`config.mk`:
```
export PLATFORM = sky130hd
export DESIGN_NAME = dcache_victim_wb_ctrl
export DESIGN_NICKNAME = d
export VERILOG_FILES = /design/src/rtl/dcache_victim_wb_ctrl.sv
export SDC_FILE = /design/constraint.sdc
export NUM_CORES = 1
export LEC_CHECK = 0
export BUFFER_PORTS_ARGS = -buffer_cell sky130_fd_sc_hd__buf_2
export CAP_MARGIN = 20
export CORE_ASPECT_RATIO = 0.8
export CORE_MARGIN = 4
export CORE_UTILIZATION = 46
export CTS_CLUSTER_SIZE = 40
export DETAILED_ROUTE_END_ITERATION = 7
export PLACE_DENSITY = 0.86
export RECOVER_POWER = 100
export SLEW_MARGIN = 0
export SYNTH_ARGS = -nofsm -noshare
export SYNTH_HDL_FRONTEND = slang
export SYNTH_SLANG_ARGS = --single-unit
```
`constraint.sdc`:
```
create_clock -name clk -period 8.2 [get_ports clk]
set_clock_uncertainty 0.1 [all_clocks]
set_input_delay 0.41 -clock clk [delete_from_list [all_inputs] [get_ports clk]]
set_output_delay 0.41 -clock clk [all_outputs]
set_load 0.02 [all_outputs]
```
`src/rtl/dcache_victim_wb_ctrl.sv`:
```
// Victim/store write buffer between the data cache and the bridge write port.
// In-order FIFO of evictions/uncached stores with read-after-write line conflict detection.
module dcache_victim_wb_ctrl #(
  parameter int LINE_WIDTH   = 128,
  parameter int OFFSET_WIDTH = 4,
  parameter int DEPTH        = 2
) (
  input  logic                  clk,
  input  logic                  reset,
  input  logic                  wb_req,
  input  logic [2:0]            wb_type,
  input  logic [31:0]           wb_addr,
  input  logic [3:0]            wb_wstrb,
  input  logic [LINE_WIDTH-1:0] wb_data,
  output logic                  wb_rdy,
  input  logic [31:0]           rd_chk_addr,
  output logic                  rd_conflict,
  output logic                  data_wr_req,
  output logic [2:0]            data_wr_type,
  output logic [31:0]           data_wr_addr,
  output logic [3:0]            data_wr_wstrb,
  output logic [LINE_WIDTH-1:0] data_wr_data,
  input  logic                  data_wr_rdy,
  input  logic                  bridge_wr_empty,
  output logic                  wb_all_empty
);

  localparam int PTR_W  = $clog2(DEPTH);
  localparam int LINE_W = 32 - OFFSET_WIDTH;

  typedef enum logic {IF_IDLE, IF_BUSY} if_state_t;

  typedef struct packed {
    logic [2:0]            typ;
    logic [31:0]           addr;
    logic [3:0]            wstrb;
    logic [LINE_WIDTH-1:0] data;
  } entry_t;

  entry_t            mem [DEPTH];
  logic [PTR_W-1:0]  head_ptr, tail_ptr;
  logic [PTR_W:0]    count;
  logic              push, pop;
  entry_t            head;
  if_state_t         if_state, if_state_nxt;
  logic [LINE_W-1:0] inflight_line;
  logic [LINE_W-1:0] rd_line;
  logic [PTR_W-1:0]  slot_off;

  assign wb_rdy      = (count != (PTR_W+1)'(DEPTH));
  assign data_wr_req = (count != '0);
  assign push        = wb_req && wb_rdy;
  assign pop         = data_wr_req && data_wr_rdy;

  assign head          = mem[head_ptr];
  assign data_wr_type  = head.typ;
  assign data_wr_addr  = head.addr;
  assign data_wr_wstrb = head.wstrb;
  assign data_wr_data  = head.data;

  // NOTE: sequential state uses non-blocking assignments so every register samples pre-edge values.
  always_ff @(posedge clk or posedge reset) begin
    if (reset) begin
      head_ptr <= '0;
      tail_ptr <= '0;
      count    <= '0;
    end else begin
      if (push) tail_ptr <= tail_ptr + 1'b1;
      if (pop)  head_ptr <= head_ptr + 1'b1;
      case ({push, pop})
        2'b10:   count <= count + 1'b1;
        2'b01:   count <= count - 1'b1;
        default: count <= count;
      endcase
    end
  end

  // NOTE: payload storage has no reset; validity comes solely from count and the pointers.
  always_ff @(posedge clk) begin
    if (push) mem[tail_ptr] <= '{typ: wb_type, addr: wb_addr, wstrb: wb_wstrb, data: wb_data};
  end

  always_ff @(posedge clk or posedge reset) begin
    if (reset) begin
      if_state      <= IF_IDLE;
      inflight_line <= '0;
    end else begin
      if_state <= if_state_nxt;
      if (pop) inflight_line <= head.addr[31:OFFSET_WIDTH];
    end
  end

  // NOTE: combinational outputs get a default first so no path can infer a latch.
  always_comb begin
    if_state_nxt = if_state;
    if (pop)
      if_state_nxt = IF_BUSY;
    else if (if_state == IF_BUSY && bridge_wr_empty)
      if_state_nxt = IF_IDLE;
  end

  assign rd_line = rd_chk_addr[31:OFFSET_WIDTH];

  // An entry is live when its distance from head is below count.
  always_comb begin
    rd_conflict = (if_state == IF_BUSY) && (inflight_line == rd_line);
    slot_off    = '0;
    for (int i = 0; i < DEPTH; i++) begin
      slot_off = PTR_W'(i) - head_ptr;
      if (({1'b0, slot_off} < count) && (mem[i].addr[31:OFFSET_WIDTH] == rd_line))
        rd_conflict = 1'b1;
    end
  end

  assign wb_all_empty = (count == '0) && (if_state == IF_IDLE) && bridge_wr_empty;

endmodule

```
==> flow_results.org, run 1 <==
** Route
- Detailed router's first-iteration violation count :: 642
- For this run, the detailed router's first-pass iteration total came to 5.
- Dividing the detail-routed via count by the number of cells gives 5.17.
- Post-detailed-route DRC marker count :: 0
- Vias :: 8931
- After detailed routing, the average wire length per cell comes to 22.9 um.
- Total wire length after detailed routing :: 39.6 mm
- Number of nets with antenna violations after routing :: 0

** Worst setup path
- For flop-to-flop paths, the worst setup slack is 2800 ps.
- Worst path buffer plus inverter count :: 1
- Maximum fanout along the worst path :: 62
- The worst setup path is of the reg -> reg kind.
- Counting cells, the worst reg-to-reg path comes to 3.
- STA classifies the critical path endpoint as a flip-flop.
- Launching element of the worst setup path :: count[0]$_DFFE_PP0P_
- Crit path max-delay cell type :: sky130_fd_sc_hd__clkbuf_1
- STA classifies the critical path startpoint as a flip-flop.
- Required arrival time at the worst endpoint :: 8150 ps
- The critical path goes through nand2b_1 -> and3_1 -> clkbuf_1.
- The cell family contributing the most delay on the critical path is buffers and inverters.
- In this run the worst setup path terminates at mem[1][47]$_DFFE_PP_.
- In this run the critical register-to-register path is captured at mem[1][47]$_DFFE_PP_.
- For this run, the slowest stage of the critical path takes 2630 ps.
- STA puts the critical path data arrival time at 5350 ps.
- In this run the critical register-to-register path is launched from count[0]$_DFFE_PP0P_.
- Counting buffers and inverters, the worst setup path is 3 cells deep.

** Pwr
- Comb power frac :: 33.7%
- Per report_power, the clock group accounts for 23.9% of the total.
- In this run the power spent charging and discharging nets is 2.34 mW.
- The share of total power dissipated in sequential elements is 42.4%.
- Net switching is 35.0% of the power.
- Power density cells :: 351 mW/mm^2
- Peak supply drop :: 0.262 mV
- For this design the static power due to leakage is 6.70 nW.
- Cell-internal power :: 4.35 mW

** Timing
- At the pin with the least slew margin, the transition time is 3630 ps.
- Setup violations remaining at the end of the flow were counted as 0.
- Setup repair after global routing left no endpoint under its margin.
- Setup TNS Final :: 0 ps
- The tightest hold path in the finished design has a slack of 53.6 ps.
- Headroom to the max-slew limit came out at -142%.
- Tcrit/Tclk final :: 65.9%
- The hold violation total from the final report was 0.
- Derived from the worst setup path, the maximum achievable clock frequency is 0.185 GHz.
- The routed design could run at a clock period as short as 5400 ps.
- Number of max-slew violations in the final report :: 251
- After layout, the worst setup slack is 2800 ps.

** Min path
- Counting instances, the worst hold path has a depth of 2.
- The worst hold path belongs to the class in -> reg.

** Place
- OpenSTA, run right after detailed placement, puts the worst setup slack at 4710 ps.
- Final estimated routing congestion in global placement :: 0.808
- Total placed cells including tap cells :: 1489
- Count of buffers from port buffering :: 370
- Placed wire-length estimate :: 24.1 mm

** Status
- Failing checks :: max-capacitance violations, max-slew violations
- The run finished, with violations left.

** Logic synthesis
- Share of synthesized flip-flops with an asynchronous set or reset :: 8.99%
- Synthesis produced a netlist whose cell count is 720.
- The synthesized netlist devotes 0.216% of its cell area to compound gates.
- After synthesis, flip-flops and latches occupy 75.1% of the total area.
- Flop and latch count out of synthesis :: 367
- The synthesized netlist devotes 1.59% of its cell area to simple gates.
- Sorting the synthesized cells by how often they occur yields sky130_fd_sc_hd__edfxtp_1, sky130_fd_sc_hd__mux2_2, sky130_fd_sc_hd__xor2_1.
- After synthesis the cells add up to 0.0145 mm^2.
- Adder-cell share of the synthesized area :: 0.0865%
- Synthesis produced a netlist with a net count of 925.
- Synth warnings :: 0
- After synthesis, the largest area contributor takes up 69.3% of total cell area.
- The synthesized design spends more area on one cell type than any other, namely sky130_fd_sc_hd__edfxtp_1.
- By area, the combinational part of the netlist is dominated by multiplexers.
- Leading cell types by total area after synthesis :: sky130_fd_sc_hd__edfxtp_1, sky130_fd_sc_hd__mux2_2, sky130_fd_sc_hd__dfrtp_1
- Number of distinct library cells after synthesis :: 26
- Most instantiated library cell after synthesis :: sky130_fd_sc_hd__edfxtp_1
- After Yosys synthesis, XOR and XNOR cells account for 5.39% of the synthesized area.
- The most used flip-flop cell after synthesis is sky130_fd_sc_hd__edfxtp_1.
- Syn avg cell area :: 20.1 um^2
- Share of cell area taken by muxes after synthesis :: 16.3%
- Post-synth EDFFs :: 334

** CTS
- Buffers from clock root to sink, at most :: 3
- Clock latency on the worst-skew pair, taken at its later pin, is 520 ps.
- Count of cells resized by post-cts repair :: 0
- Deepest level of the CTS H-tree :: 2
- TritonCTS built the clock tree.
- Clock root buffer :: sky130_fd_sc_hd__clkbuf_16
- Num CTS Buffers :: 36
- Total clock sinks :: 367
- Clock slew at the register clock pins of the worst setup and hold paths :: 60 ps

** Die
- The die covers 0.0344 mm^2.
- In this run the core area contains 57 standard-cell rows.
- The floorplan step set the die height to 167 um.
- After floorplanning, the core was sized to cover 0.0307 mm^2.
- During I/O placement, the number of pins put on the boundary was 375.
- Width of the die :: 206 um
- For this configuration, the core starts out at a cell density of 47.2%.

** Finish
- The final layout contains 1487 nets.
- Area Overhead vs Synth :: 32.0%
- Excluding fillers, the count of instances in the completed layout stands at 1729.
- Core Util, Final :: 62.3%
- Fraction of final layout cells with drive strength greater than 1 :: 22.8%

** Global routing
- Number of global-route vias before repair :: 9682
- The first global-routing pass estimated 58.3 mm of wire.
- The initial antenna violation count was 8.
- Congestion Overflow GR :: 0
- Entering global routing, the biggest net connects 74 pins.
- Global-route usage over all layers :: 22.3%

** Run
- Max-cap check violation count :: 6
## how the worst min path moves through the flow
stage / startpoint / end / slack, ps
finish: bridge_wr_empty / if_state$_DFFE_PP0P_ / 50
floorplan: tail_ptr$_DFFE_PP0P_ / tail_ptr$_DFFE_PP0P_ / 380
global placement: inflight_line[13]$_DFFE_PP0P_ / inflight_line[13]$_DFFE_PP0P_ / 410
global route: bridge_wr_empty / if_state$_DFFE_PP0P_ / 40
CTS: bridge_wr_empty / if_state$_DFFE_PP0P_ / 20
detailed placement: inflight_line[21]$_DFFE_PP0P_ / inflight_line[21]$_DFFE_PP0P_ / 420
## registers in the layout, indices dropped and copies added, names as in the netlist
register       count
mem              334
if_state           1
count              2
inflight_line     28
head_ptr           1
tail_ptr           1
## routing by layer
| layer | track usage, % | up-vias | routed length (um) |
|---|---|---|---|
| li1 | - | 3920 | - |
| met1 | 26.9 | 4418 | 14700 |
| met2 | 38.4 | 511 | 20000 |
| met3 | 6.40 | 80 | 3700 |
| met4 | 7.63 | 2 | 1210 |
| met5 | 0 | - | 17 |
## what timing repair did
item                                   CTS  global route
buffers inserted                         0             0
endpoints found under the hold margin  367             0
setup endpoints to repair                0             0
hold buffers                           168             0
## logic make-up (layout without fill, tap and decap cells)
| group | Yosys count | count (layout) |
|---|---|---|
| DFF | 367 | 367 |
| xor gates and xnor gates | 89 | 89 |
| and+or+nand+nor | 38 | 38 |
| buffers and inverters | 26 | 614 |
| adders and majority gates | 1 | 1 |
| muxes | 195 | 195 |
| other | 0 | 8 |
| AOI/OAI and AO/OA | 4 | 4 |
## layout make-up
cell class                 count  area (um^2)
clock buffer                  44          962
multi-input combinational    327         3340
tap                          413          517
clock inverter                20          155
sequential                   367        10900
fill                        2249        11600
inverter                       4         15.0
antenna                        8         20.0
timing repair buffer         546         3230
## stage by stage
step                      total power, mW  instance area [um^2]
after floorplan                      4.47                 14500
after global placement               5.08                 16700
after CTS                            6.82                 19500
after global routing                 6.98                 19100
after detailed placement             5.16                 16700
final                                6.69                 19100
## cell usage in the layout, fill, tap and decap left out
cell and count:
sky130_fd_sc_hd__nand3_1 1, sky130_fd_sc_hd__inv_1 4, sky130_fd_sc_hd__buf_1 2, sky130_fd_sc_hd__o21ai_0 1
sky130_fd_sc_hd__inv_6 3, sky130_fd_sc_hd__nor3_1 1, sky130_fd_sc_hd__clkbuf_2 2, sky130_fd_sc_hd__mux2_1 44
sky130_fd_sc_hd__clkbuf_16 37, sky130_fd_sc_hd__nand2_1 4, sky130_fd_sc_hd__o311ai_2 1, sky130_fd_sc_hd__diode_2 8
sky130_fd_sc_hd__xnor2_1 41, sky130_fd_sc_hd__nand4_1 11, sky130_fd_sc_hd__nor4_2 1, sky130_fd_sc_hd__a21oi_1 2
sky130_fd_sc_hd__mux2_4 24, sky130_fd_sc_hd__or2_0 1, sky130_fd_sc_hd__clkbuf_1 288, sky130_fd_sc_hd__dlygate4sd3_1 168
sky130_fd_sc_hd__nor4_1 13, sky130_fd_sc_hd__clkinv_1 8, sky130_fd_sc_hd__and3_1 1, sky130_fd_sc_hd__nor2_1 2
sky130_fd_sc_hd__dfrtp_1 33, sky130_fd_sc_hd__ha_1 1, sky130_fd_sc_hd__clkinv_2 6, sky130_fd_sc_hd__nor3b_1 1
sky130_fd_sc_hd__buf_4 5, sky130_fd_sc_hd__bufinv_16 2, sky130_fd_sc_hd__nand2_2 1, sky130_fd_sc_hd__clkbuf_8 1
sky130_fd_sc_hd__nand2b_1 1, sky130_fd_sc_hd__edfxtp_1 334, sky130_fd_sc_hd__buf_2 87, sky130_fd_sc_hd__xor2_1 48
sky130_fd_sc_hd__clkinv_4 1, sky130_fd_sc_hd__mux2_2 127
## power groups by stage
stage | Sequential, mW | Clock (mW) | Combinational, mW
floorplan | 2.80 | 0 | 1.67
detailed placement | 2.85 | 0 | 2.30
global route | 2.88 | 1.71 | 2.38
CTS | 2.82 | 1.61 | 2.39
global placement | 2.82 | 0 | 2.27
finish | 2.84 | 1.60 | 2.25
Note: power is estimated with default switching activity, not from simulation.
==> inputs of run 2 (changes only) <==
==> constraint.sdc (replaced) <==
create_clock -name clk -period 4.6 [get_ports clk]
set_clock_uncertainty 0.1 [all_clocks]
set_input_delay 0.23 -clock clk [delete_from_list [all_inputs] [get_ports clk]]
set_output_delay 0.23 -clock clk [all_outputs]
set_load 0.02 [all_outputs]
==> run 2 against run 1 <==
The run still ends with max-capacitance violations, max-slew violations left. Sequential power increased by 77%. Combinational power increased by 76%. Final cell count increased by 0.29%. Worst setup slack got worse by 1800 ps. Critical endpoint is now mem[1][111]$_DFFE_PP_.
==> flow_results.org, run 2 (synthesis gave the netlist of run 1 again) <==
** Status
- Outcome :: finished with violations
- The checks that failed: max-capacitance violations, max-slew violations.

** Pwr
- In this run the power density over the cells is 622 mW/mm^2.
- In this run switching power makes up 35.3% of total power.
- Peak supply drop :: 0.523 mV
- The share of total power dissipated in combinational logic is 33.3%.
- Share of power burned in the clock network :: 24.3%
- Lkg Pwr :: 6.67 nW
- Net switching component of the power :: 4.20 mW
- Total power consumption of the routed design :: 11.9 mW
- Proportion of power drawn by flip-flops and latches :: 42.4%
- Cell-internal power :: 7.69 mW

** CTS
- In this run the clock root is driven by a sky130_fd_sc_hd__clkbuf_16.
- Deepest level of the CTS H-tree :: 2
- Clock-pin slew was measured on the worst setup and hold paths at 60 ps.
- In this run the post-CTS setup repair buffer count came out at 0.
- Count of hold buffers inserted by post-cts repair :: 170
- Clock tree synthesis found a total of 367 sinks.
- The clock passes through at most 3 buffers.
- In this run, CTS created clock tree buffers numbering 37.
- Clk Latency, worst-skew pair :: 520 ps
- CTS tree :: yes
- The number of gates resized after CTS was 0.

** Die
- Row generation in the floorplan step produced 57 rows.
- The core region is 0.0307 mm^2.
- The floorplan step set the die height to 167 um.
- The floorplan step set the die width to 206 um.
- For this configuration, the core starts out at a cell density of 47.2%.
- Top-level port count :: 375
- Die outline area :: 0.0344 mm^2

** Route
- For this block, the initial DRC count from the detailed router was 647.
- Once detail routing completed, the nets flagged for antenna violations numbered 0.
- Post-detailed-route DRC marker count :: 0
- Summing over every cut layer, the via total after detailed routing is 9029.
- Dividing the detail-routed wire length by the instance count gives 23.0 um.
- The final layout contains routed wiring with a total length of 39.8 mm.
- Mean number of vias per cell :: 5.21
- The pre-antenna-repair detailed-routing pass consisted of 5 iterations.

** Timing
- For the pin with the worst max-slew slack, the measured transition is 2760 ps.
- Tcrit/Tclk final :: 78.6%
- The hold violation total from the final report is 0.
- The number of slew-limit violations in the final report came to 389.
- Fmax achieved :: 0.277 GHz
- Shortest clock period the worst path allows after layout :: 3620 ps
- Setup repair after global routing left no endpoint under its margin.
- Setup violations remaining at the end of the flow were counted as 0.
- Setup TNS Final :: 0 ps
- Slew HR :: -84.1%

** Finish
- Counting flops per register, the top entry is mem.
- Final Net Count :: 1490
- After filler insertion, the fill cell instance count of the layout stands at 2274.
- Commonest cells after routing, fill and taps aside :: sky130_fd_sc_hd__edfxtp_1, sky130_fd_sc_hd__clkbuf_1, sky130_fd_sc_hd__dlygate4sd3_1, sky130_fd_sc_hd__mux2_2, sky130_fd_sc_hd__buf_2
- Core Util, Final :: 62.3%
- Area Overhead vs Synth :: 32.0%
- Fraction of final layout cells with drive strength greater than 1 :: 22.4%
- Across the whole layout, storage elements account for 0.0109 mm^2.
- The largest registers in the layout are mem (334), inflight_line (28), count (2).
- Max FFs per register :: 334
- In the final layout, the multi-input gates occupy 0.00327 mm^2.
- Most common cell after layout, fill and taps aside :: sky130_fd_sc_hd__edfxtp_1

** Worst setup path
- For the worst flop-to-flop path, the logic depth is 3.
- Tracing the worst setup path back leads to its startpoint at count[0]$_DFFE_PP0P_.
- The worst setup path is of the reg -> reg kind.
- Critical path cell sequence :: nand2b_1 -> and3_1 -> clkbuf_1
- Maximum fanout along the worst path :: 39
- For the worst setup path, the data arrival time is 3610 ps.
- The critical path ends at mem[1][111]$_DFFE_PP_.
- Crit path max-delay cell type :: sky130_fd_sc_hd__clkbuf_1
- Required arrival time at the worst endpoint :: 4590 ps
- The worst register-to-register path begins at count[0]$_DFFE_PP0P_.
- The endpoint identified for the worst register-to-register timing path is mem[1][111]$_DFFE_PP_.
- Worst setup slack for register-to-register paths :: 980 ps
- STA classifies the critical path endpoint as a flip-flop.
- On the worst path, the slowest cell contributes a delay of 1740 ps.
- The worst setup path is launched from a flip-flop.

** Global routing
- The initial antenna violation count is 7.
- Congestion Overflow GR :: 0
- The first global-routing pass estimated 58.3 mm of wire.
- Entering global routing, the biggest net connects 149 pins.
- For this run, global-route usage on met2 was measured as 37.2%.
- The via count of the first global-routing pass was 9881.
- Global routing consumed, on the met1 layer, 26.9% of the routing resources.
- Met3 Resource Use GR :: 7.12%
- The global routing stage identified its most utilized layer as met2.
- Global-route usage over all layers :: 22.1%

** Place
- Routability-driven placement finished with a final weighted congestion of 0.853.
- Placed wire-length estimate :: 24.2 mm
- Port buffering added 370 buffers.

** Min path
- The path class of the tightest hold or removal check is in -> reg.
- Hold_sp :: data_wr_rdy

** Run
- The tool flagged a number of max-cap violations equal to 7.
## run 2: worst min-delay path by stage
stage | endpoint | slack (ps) | depth (start not counted)
finish | inflight_line[6]$_DFFE_PP0P_ | 210 | 3
global route | inflight_line[6]$_DFFE_PP0P_ | 190 | 3
CTS | inflight_line[6]$_DFFE_PP0P_ | 50 | 3
detailed placement | inflight_line[4]$_DFFE_PP0P_ | 270 | 3
global placement | inflight_line[4]$_DFFE_PP0P_ | 270 | 3
floorplan | if_state$_DFFE_PP0P_ | 230 | 1
## run 2: cell type report
class | count | area share (%)
sequential | 367 | 56.8
timing repair buffer | 548 | 17.1
clock buffer | 47 | 5.25
multi-input combinational | 327 | 17.1
antenna | 7 | 0.0917
inverter | 4 | 0.0786
clock inverter | 21 | 0.806
tap | 413 | 2.71
## run 2: per-layer routing
| layer | wire, um | share of wire [%] | up-vias |
|---|---|---|---|
| li1 | - | - | 3922 |
| met1 | 14500 | 36 | 4482 |
| met2 | 19900 | 50 | 531 |
| met3 | 4190 | 11 | 90 |
| met4 | 1220 | 3.1 | 4 |
| met5 | 17 | 0.043 | - |
## run 2: power by group through the flow
stage,sequential [mW],clock (mW),combinational [mW]
2_1_floorplan,4.93,0,2.98
5_1_grt,5.11,3.09,4.20
3_3_place_gp,4.96,0,4.13
4_1_cts,4.97,2.91,4.33
3_5_place_dp,5.03,0,4.18
6_report,5.04,2.89,3.96
## run 2: critical path: cells and delay by family (launching register included)
family                 cells  cell delay, ps
buffers and inverters      1            1740
flip-flops                 1             470
AND/OR/NAND/NOR            2             860
## run 2: stage by stage
step	hold slack [ps]	cells	cell area [um^2]	worst slack, ps
2_1_floorplan	226	720	14500	715
3_3_place_gp	269	1489	16800	2230
3_5_place_dp	271	1489	16800	2230
4_1_cts	52.3	1727	19600	1640
5_1_grt	194	1732	19100	774
6_report	209	1734	19100	984
